==> src/rtl/photodiode_delay_pkg.sv <==
// Shared types and constants for the photodiode edge-delay measurement block.
package photodiode_delay_pkg;

  typedef enum logic [1:0] {
    IDLE,
    ARMED,
    MEASURE,
    DONE
  } state_t;

  localparam int unsigned SYNC_STAGES_DEF  = 2;
  localparam int unsigned CNT_W_DEF        = 12;
  localparam int unsigned COARSE_SHIFT_DEF = 4;
  localparam int unsigned N_PD             = 5;
  localparam int unsigned FIELD_W          = 8;

  localparam logic [FIELD_W-1:0] MISSING_FIELD = 8'hFF;

endpackage

==> src/rtl/photodiode_delay_if.sv <==
// Photodiode levels in, measurement results out.
interface photodiode_delay_if #(
  parameter int unsigned CNT_W = 12
);
  logic [4:0]       PD;
  logic [CNT_W-1:0] PD4_delay;
  logic [31:0]      PD_delays;
  logic             button_activate;

  modport master (output PD, input PD4_delay, PD_delays, button_activate);
  modport slave  (input PD, output PD4_delay, PD_delays, button_activate);
endinterface

==> src/rtl/pd_sync_edge.sv <==
// Multi-flop synchroniser per bit followed by a rising-edge detector.
module pd_sync_edge #(
  parameter int unsigned SYNC_STAGES = 2,
  parameter int unsigned WIDTH       = 5
) (
  input  logic             clk,
  input  logic             rst,
  input  logic [WIDTH-1:0] d,
  output logic [WIDTH-1:0] level,
  output logic [WIDTH-1:0] rise
);

  logic [SYNC_STAGES-1:0][WIDTH-1:0] chain;
  logic [WIDTH-1:0]                  prev;

  always_ff @(posedge clk or posedge rst) begin
    if (rst) begin
      chain <= '0;
      prev  <= '0;
    end else begin
      chain[0] <= d;
      for (int unsigned i = 1; i < SYNC_STAGES; i++) begin
        chain[i] <= chain[i-1];
      end
      prev <= chain[SYNC_STAGES-1];
    end
  end

  assign level = chain[SYNC_STAGES-1];
  assign rise  = level & ~prev;

endmodule

==> src/rtl/photodiode_delay.sv <==
// Measures PD[1..4] rising-edge delays relative to PD[0] and publishes them on completion.
module photodiode_delay
  import photodiode_delay_pkg::*;
#(
  parameter int unsigned SYNC_STAGES  = SYNC_STAGES_DEF,
  parameter int unsigned CNT_W        = CNT_W_DEF,
  parameter int unsigned COARSE_SHIFT = COARSE_SHIFT_DEF
) (
  input logic               clk,
  input logic               rst,
  photodiode_delay_if.slave bus
);

  localparam logic [CNT_W-1:0] CNT_MAX = '1;

  logic [N_PD-1:0] level;
  logic [N_PD-1:0] rise;

  pd_sync_edge #(.SYNC_STAGES(SYNC_STAGES), .WIDTH(N_PD)) u_sync (
    .clk  (clk),
    .rst  (rst),
    .d    (bus.PD),
    .level(level),
    .rise (rise)
  );

  state_t                 state, state_next;
  logic [CNT_W-1:0]       cnt, cnt_inc, cap_val;
  logic [4:1][CNT_W-1:0]  d;
  logic [4:1]             flag, cap;
  logic [31:0]            packed_delays;

  always_ff @(posedge clk or posedge rst) begin
    if (rst) state <= IDLE;
    else     state <= state_next;
  end

  // cnt_inc is the cycle distance from the reference edge, so captures use it directly
  always_comb begin
    state_next = state;
    cap        = '0;
    cnt_inc    = (cnt == CNT_MAX) ? cnt : cnt + 1'b1;
    cap_val    = (state == MEASURE) ? cnt_inc : '0;
    case (state)
      IDLE: if (level == '0) state_next = ARMED;
      ARMED: begin
        if (rise[0]) begin
          cap        = rise[4:1];
          state_next = rise[4] ? DONE : MEASURE;
        end
      end
      MEASURE: begin
        cap = rise[4:1] & ~flag;
        if (cap[4])                  state_next = DONE;
        else if (cnt_inc == CNT_MAX) state_next = IDLE;
      end
      DONE:    state_next = IDLE;
      default: state_next = IDLE;
    endcase
  end

  always_ff @(posedge clk or posedge rst) begin
    if (rst) begin
      cnt  <= '0;
      d    <= '0;
      flag <= '0;
    end else begin
      if (state == ARMED) begin
        cnt  <= '0;
        flag <= cap;
      end else if (state == MEASURE) begin
        cnt  <= cnt_inc;
        flag <= flag | cap;
      end
      for (int unsigned n = 1; n <= 4; n++) begin
        if (cap[n]) d[n] <= cap_val;
      end
    end
  end

  always_comb begin
    packed_delays = '0;
    for (int unsigned n = 1; n <= 4; n++) begin
      logic [CNT_W-1:0] sh;
      sh = d[n] >> COARSE_SHIFT;
      packed_delays[(n-1)*FIELD_W +: FIELD_W] = flag[n] ? sh[FIELD_W-1:0] : MISSING_FIELD;
    end
  end

  always_ff @(posedge clk or posedge rst) begin
    if (rst) begin
      bus.PD4_delay       <= '0;
      bus.PD_delays       <= '0;
      bus.button_activate <= 1'b0;
    end else begin
      bus.button_activate <= (state == DONE);
      if (state == DONE) begin
        bus.PD4_delay <= d[4];
        bus.PD_delays <= packed_delays;
      end
    end
  end

endmodule

==> src/flat_wrapper.sv <==
// flat-port wrapper written by rule: the top's interface ports become plain ports
module photodiode_delay_flat import photodiode_delay_pkg::*;
#(
  parameter int unsigned SYNC_STAGES  = SYNC_STAGES_DEF,
  parameter int unsigned CNT_W        = CNT_W_DEF,
  parameter int unsigned COARSE_SHIFT = COARSE_SHIFT_DEF
)
  (clk, rst, bus_PD, bus_PD4_delay, bus_PD_delays, bus_button_activate);
  photodiode_delay_if #(.CNT_W(CNT_W)) bus_i ();
  input logic clk;
  input logic rst;
  input wire logic [$bits(bus_i.PD)-1:0] bus_PD;
  output wire logic [$bits(bus_i.PD4_delay)-1:0] bus_PD4_delay;
  output wire logic [$bits(bus_i.PD_delays)-1:0] bus_PD_delays;
  output wire logic [$bits(bus_i.button_activate)-1:0] bus_button_activate;
  assign bus_i.PD = bus_PD;
  assign bus_PD4_delay = bus_i.PD4_delay;
  assign bus_PD_delays = bus_i.PD_delays;
  assign bus_button_activate = bus_i.button_activate;
  photodiode_delay #(.SYNC_STAGES(SYNC_STAGES), .CNT_W(CNT_W), .COARSE_SHIFT(COARSE_SHIFT)) u_core (.clk(clk), .rst(rst), .bus(bus_i));
endmodule
==> config.mk <==
export PLATFORM = sky130hd
export DESIGN_NAME = photodiode_delay_flat
export DESIGN_NICKNAME = d
export VERILOG_FILES = /design/src/rtl/photodiode_delay_pkg.sv /design/src/rtl/photodiode_delay_if.sv /design/src/rtl/pd_sync_edge.sv /design/src/rtl/photodiode_delay.sv /design/src/flat_wrapper.sv
export SDC_FILE = /design/constraint.sdc
export NUM_CORES = 1
export LEC_CHECK = 0
export ABC_AREA = 1
export CAP_MARGIN = 5
export CORE_MARGIN = 2
export CORE_UTILIZATION = 60
export DETAILED_ROUTE_END_ITERATION = 10
export GPL_ROUTABILITY_DRIVEN = 1
export MAX_ROUTING_LAYER = met4
export PLACE_DENSITY = 0.85
export RECOVER_POWER = 25
export SYNTH_ARGS = -nofsm -noshare
export SYNTH_HDL_FRONTEND = slang
export SYNTH_SLANG_ARGS = --single-unit
==> constraint.sdc <==
create_clock -name clk -period 9.2 [get_ports clk]
set_clock_uncertainty 0.15 [all_clocks]
set_input_delay 0.92 -clock clk [delete_from_list [all_inputs] [get_ports clk]]
set_output_delay 0.92 -clock clk [all_outputs]
set_load 0.01 [all_outputs]
==> impl_metrics.tcl <==
set metrics [dict create \
    ios 52 \
    rows 31 \
    required_ns 9.40 \
    vias 3596 \
    die_y_um 90.9 \
    core-area_mm2 0.00729 \
    synth_area_mm2 0.00453 \
    htreeDepth 4 \
    grt_overflow 0 \
    grt_pass1_vias 3653 \
    clock_latency_ns 0.52 \
    synth-seq-area-share_pct 63.0 \
    whs_ns 0.194 \
    yosys.area.top_type_share_pct 63.0 \
    p_leak_nw 2.59 \
    die_w_um 90.9 \
    hold_depth 0 \
    portBuffers 51 \
    ys_warn_count 0 \
    setup_viol 0 \
    place_congestion 0.871 \
    placed_cells 593 \
    netlist_top_cells_count "nand2_1 (130), dfrtp_1 (114), o21ai_0 (53), inv_1 (43), o22a_1 (24)" \
    clockBufferDepth 2 \
    startpoint_type "flop" \
    slew_headroom_pct -29.2 \
    dp_hpwl_mm 6.64 \
    yosys.cell_count.top_type "nand2_1" \
    path_clk_slew_ns 0.05 \
    cts_made_buffers 17 \
    violations "max-capacitance violations, max-slew violations" \
    postLayoutSetupSlackWorst_ns 5.59 \
    wl_per_cell_um 18.0 \
    cp_num_cells 5 \
    synth-edff-count 0 \
    synth_area_leader_cell "dfrtp_1" \
    cp_top_family "buffers and inverters" \
    p_switching_uw 506 \
    hold_class "flop to flop" \
    status "complete, but fails checks" \
    hold-path-endpoint "u_core.u_sync.level[3]" \
    synth_cells 456 \
    ys_seq_elements 114 \
    synth_ff_type "dfrtp_1" \
    period_needed_ns 3.61 \
    wl_mm 11.2 \
    avgSynthCellArea_um2 9.93 \
    drt_iter0_markers 278 \
    rsz0062_at_grt "no" \
    syn2layout_area_growth_pct 26.6 \
    worst_pin_slew_ns 1.94 \
    final_nets 525 \
    power_density_mw_per_mm2 299 \
    num_antenna_cells 0 \
    clock-sinks 114 \
    cts_setup_buffers 0 \
    reg2reg_to "u_core.bus.PD4_delay[2]" \
    antenna_found_initial 0 \
    seqPwrFrac_pct 36.8 \
    drc 0 \
    r2r_slack_ns 5.59 \
    drv_slew 46 \
    swShare_pct 29.5 \
    hold_viol_final 0 \
    grt_usage_pct 29.9 \
    n_fill_cell 427 \
    start_util_pct 62.1 \
    cpPeakStageDelay_ns 1.39 \
    vdd_drop_max_mv 0.166 \
    syn_nets 468 \
    worstSetupEndpointType "flop" \
    intPower_mw 1.21 \
    vias_per_cell 5.76 \
    cp_max_fo 45 \
    synthArstFlopShare_pct 100 \
    place_ws_ns 6.33 \
    fin_area_mm2 0.00573 \
    ys_types 23 \
    crit_arrival_ns 3.81 \
    final_util_pct 78.6 \
    setup_tns_ns 0 \
    reg2reg_from "u_core.state[0]" \
    path_cells "ha_1, clkbuf_1, inv_1, nand2_1, o21ai_0" \
    cp_slowest_cell "clkbuf_1" \
    clockPowerShare_pct 40.4 \
    grt_pass1_wl_mm 18.3 \
    max_freq_mhz 277 \
    dr.pass1.iters 5 \
    final_layout_size_suffix_gt1_share_pct 7.62 \
    dieArea_mm2 0.00826 \
    post_cts_resized 0 \
    max_cap_viol_count 1 \
    dpl_cell_area_mm2 0.00512 \
    ant_nets 0 \
    reg2reg_depth 5 \
    synth_area_leaders "dfrtp_1 (63%), nand2_1 (11%), o21ai_0 (5.9%)" \
    timing.critical_path.buf_inv 2 \
    clock-root-buffer "clkbuf_8" \
    grt_max_degree 92 \
    crit_type "flop to flop" \
    total_power_mw 1.72 \
    hp-start "u_core.u_sync.chain[3]" \
    stdcell_count 624 \
    cts_tree "built" \
    p_comb_share_pct 22.9 \
    hold_buffers 0 \
    min_period_over_period_pct 39.3 \
]
## routing by layer
layer | global-route usage, % | routed length, um
met2 | 48.9 | 5710
met3 | 7.26 | 748
met1 | 34.2 | 4310
met4 | 16.2 | 447
met5 | - | 0
## cells in the final DEF (no fill, tap or decap), drive strengths merged, types with 4 or more instances in the layout
master and count:
dlygate4sd3 6, clkdlybuf4s50 45, clkbuf 24, inv 42, dfrtp 114, nor2 17
bufinv 4, ha 5, o21ai 53, nand4 6, nand3 22, o22a 24
nand2 133, o22ai 15
## power by group through the flow
stage	Combinational (mW)	Sequential, mW	Clock [mW]
after floorplan	0.209	0.648	0
after global placement	0.367	0.630	0
after detailed placement	0.382	0.635	0
after CTS	0.394	0.630	0.696
after global routing	0.429	0.640	0.717
final	0.393	0.631	0.693
## flip-flops by register name, summed over array words and instances, names as in the netlist
signal / count
u_core.d: 36
u_core.u_sync.chain: 5
u_core.cnt: 12
u_core.state: 2
u_core.u_sync.prev: 5
u_core.bus.PD_delays: 32
u_core.bus.PD4_delay: 12
u_core.flag: 4
u_core.bus.button_activate: 1
u_core.u_sync.level: 5
## worst register-to-register path, delay by kind of cell, from the launching register on
family,cells,cell delay (ns)
flip-flops,1,0.43
buffers and inverters,2,2.27
AO/OA/AOI/OAI,1,0.15
adder cells (fa/ha/maj),1,0.18
AND/OR/NAND/NOR,1,0.27
## worst max path at each step
stage / start / end / slack [ns]
final: u_core.state[0] / u_core.bus.PD4_delay[2] / 5.59
after global routing: u_core.state[0] / u_core.bus.PD4_delay[2] / 5.30
after CTS: u_core.state[0] / u_core.d[46] / 6.58
after detailed placement: rst / u_core.bus.PD_delays[23] / 6.33
after global placement: rst / u_core.bus.PD_delays[18] / 6.38
after floorplan: rst / u_core.bus.PD4_delay[0] / 5.11
## cells by family (layout without fill, tap and decap cells)
logic type      Yosys count  after routing  synth area share (%)
flops                   114            114                  63.0
simple gates            180            180                  16.9
fa+ha+maj                 5              5                  1.38
xor+xnor                  3              3                 0.580
compound gates           96             96                  13.2
buf+inv                  58            127                  4.97
## final cells by class
cell class	count	area (um2)	area share (%)
timing repair buffer	53	522	9.10
tap	99	124	2.16
clock inverter	8	150	2.62
multi-input combinational	284	1450	25.2
inverter	43	163	2.84
clock buffer	23	477	8.32
sequential	114	2850	49.8
Power figures use the tool's default switching activity.
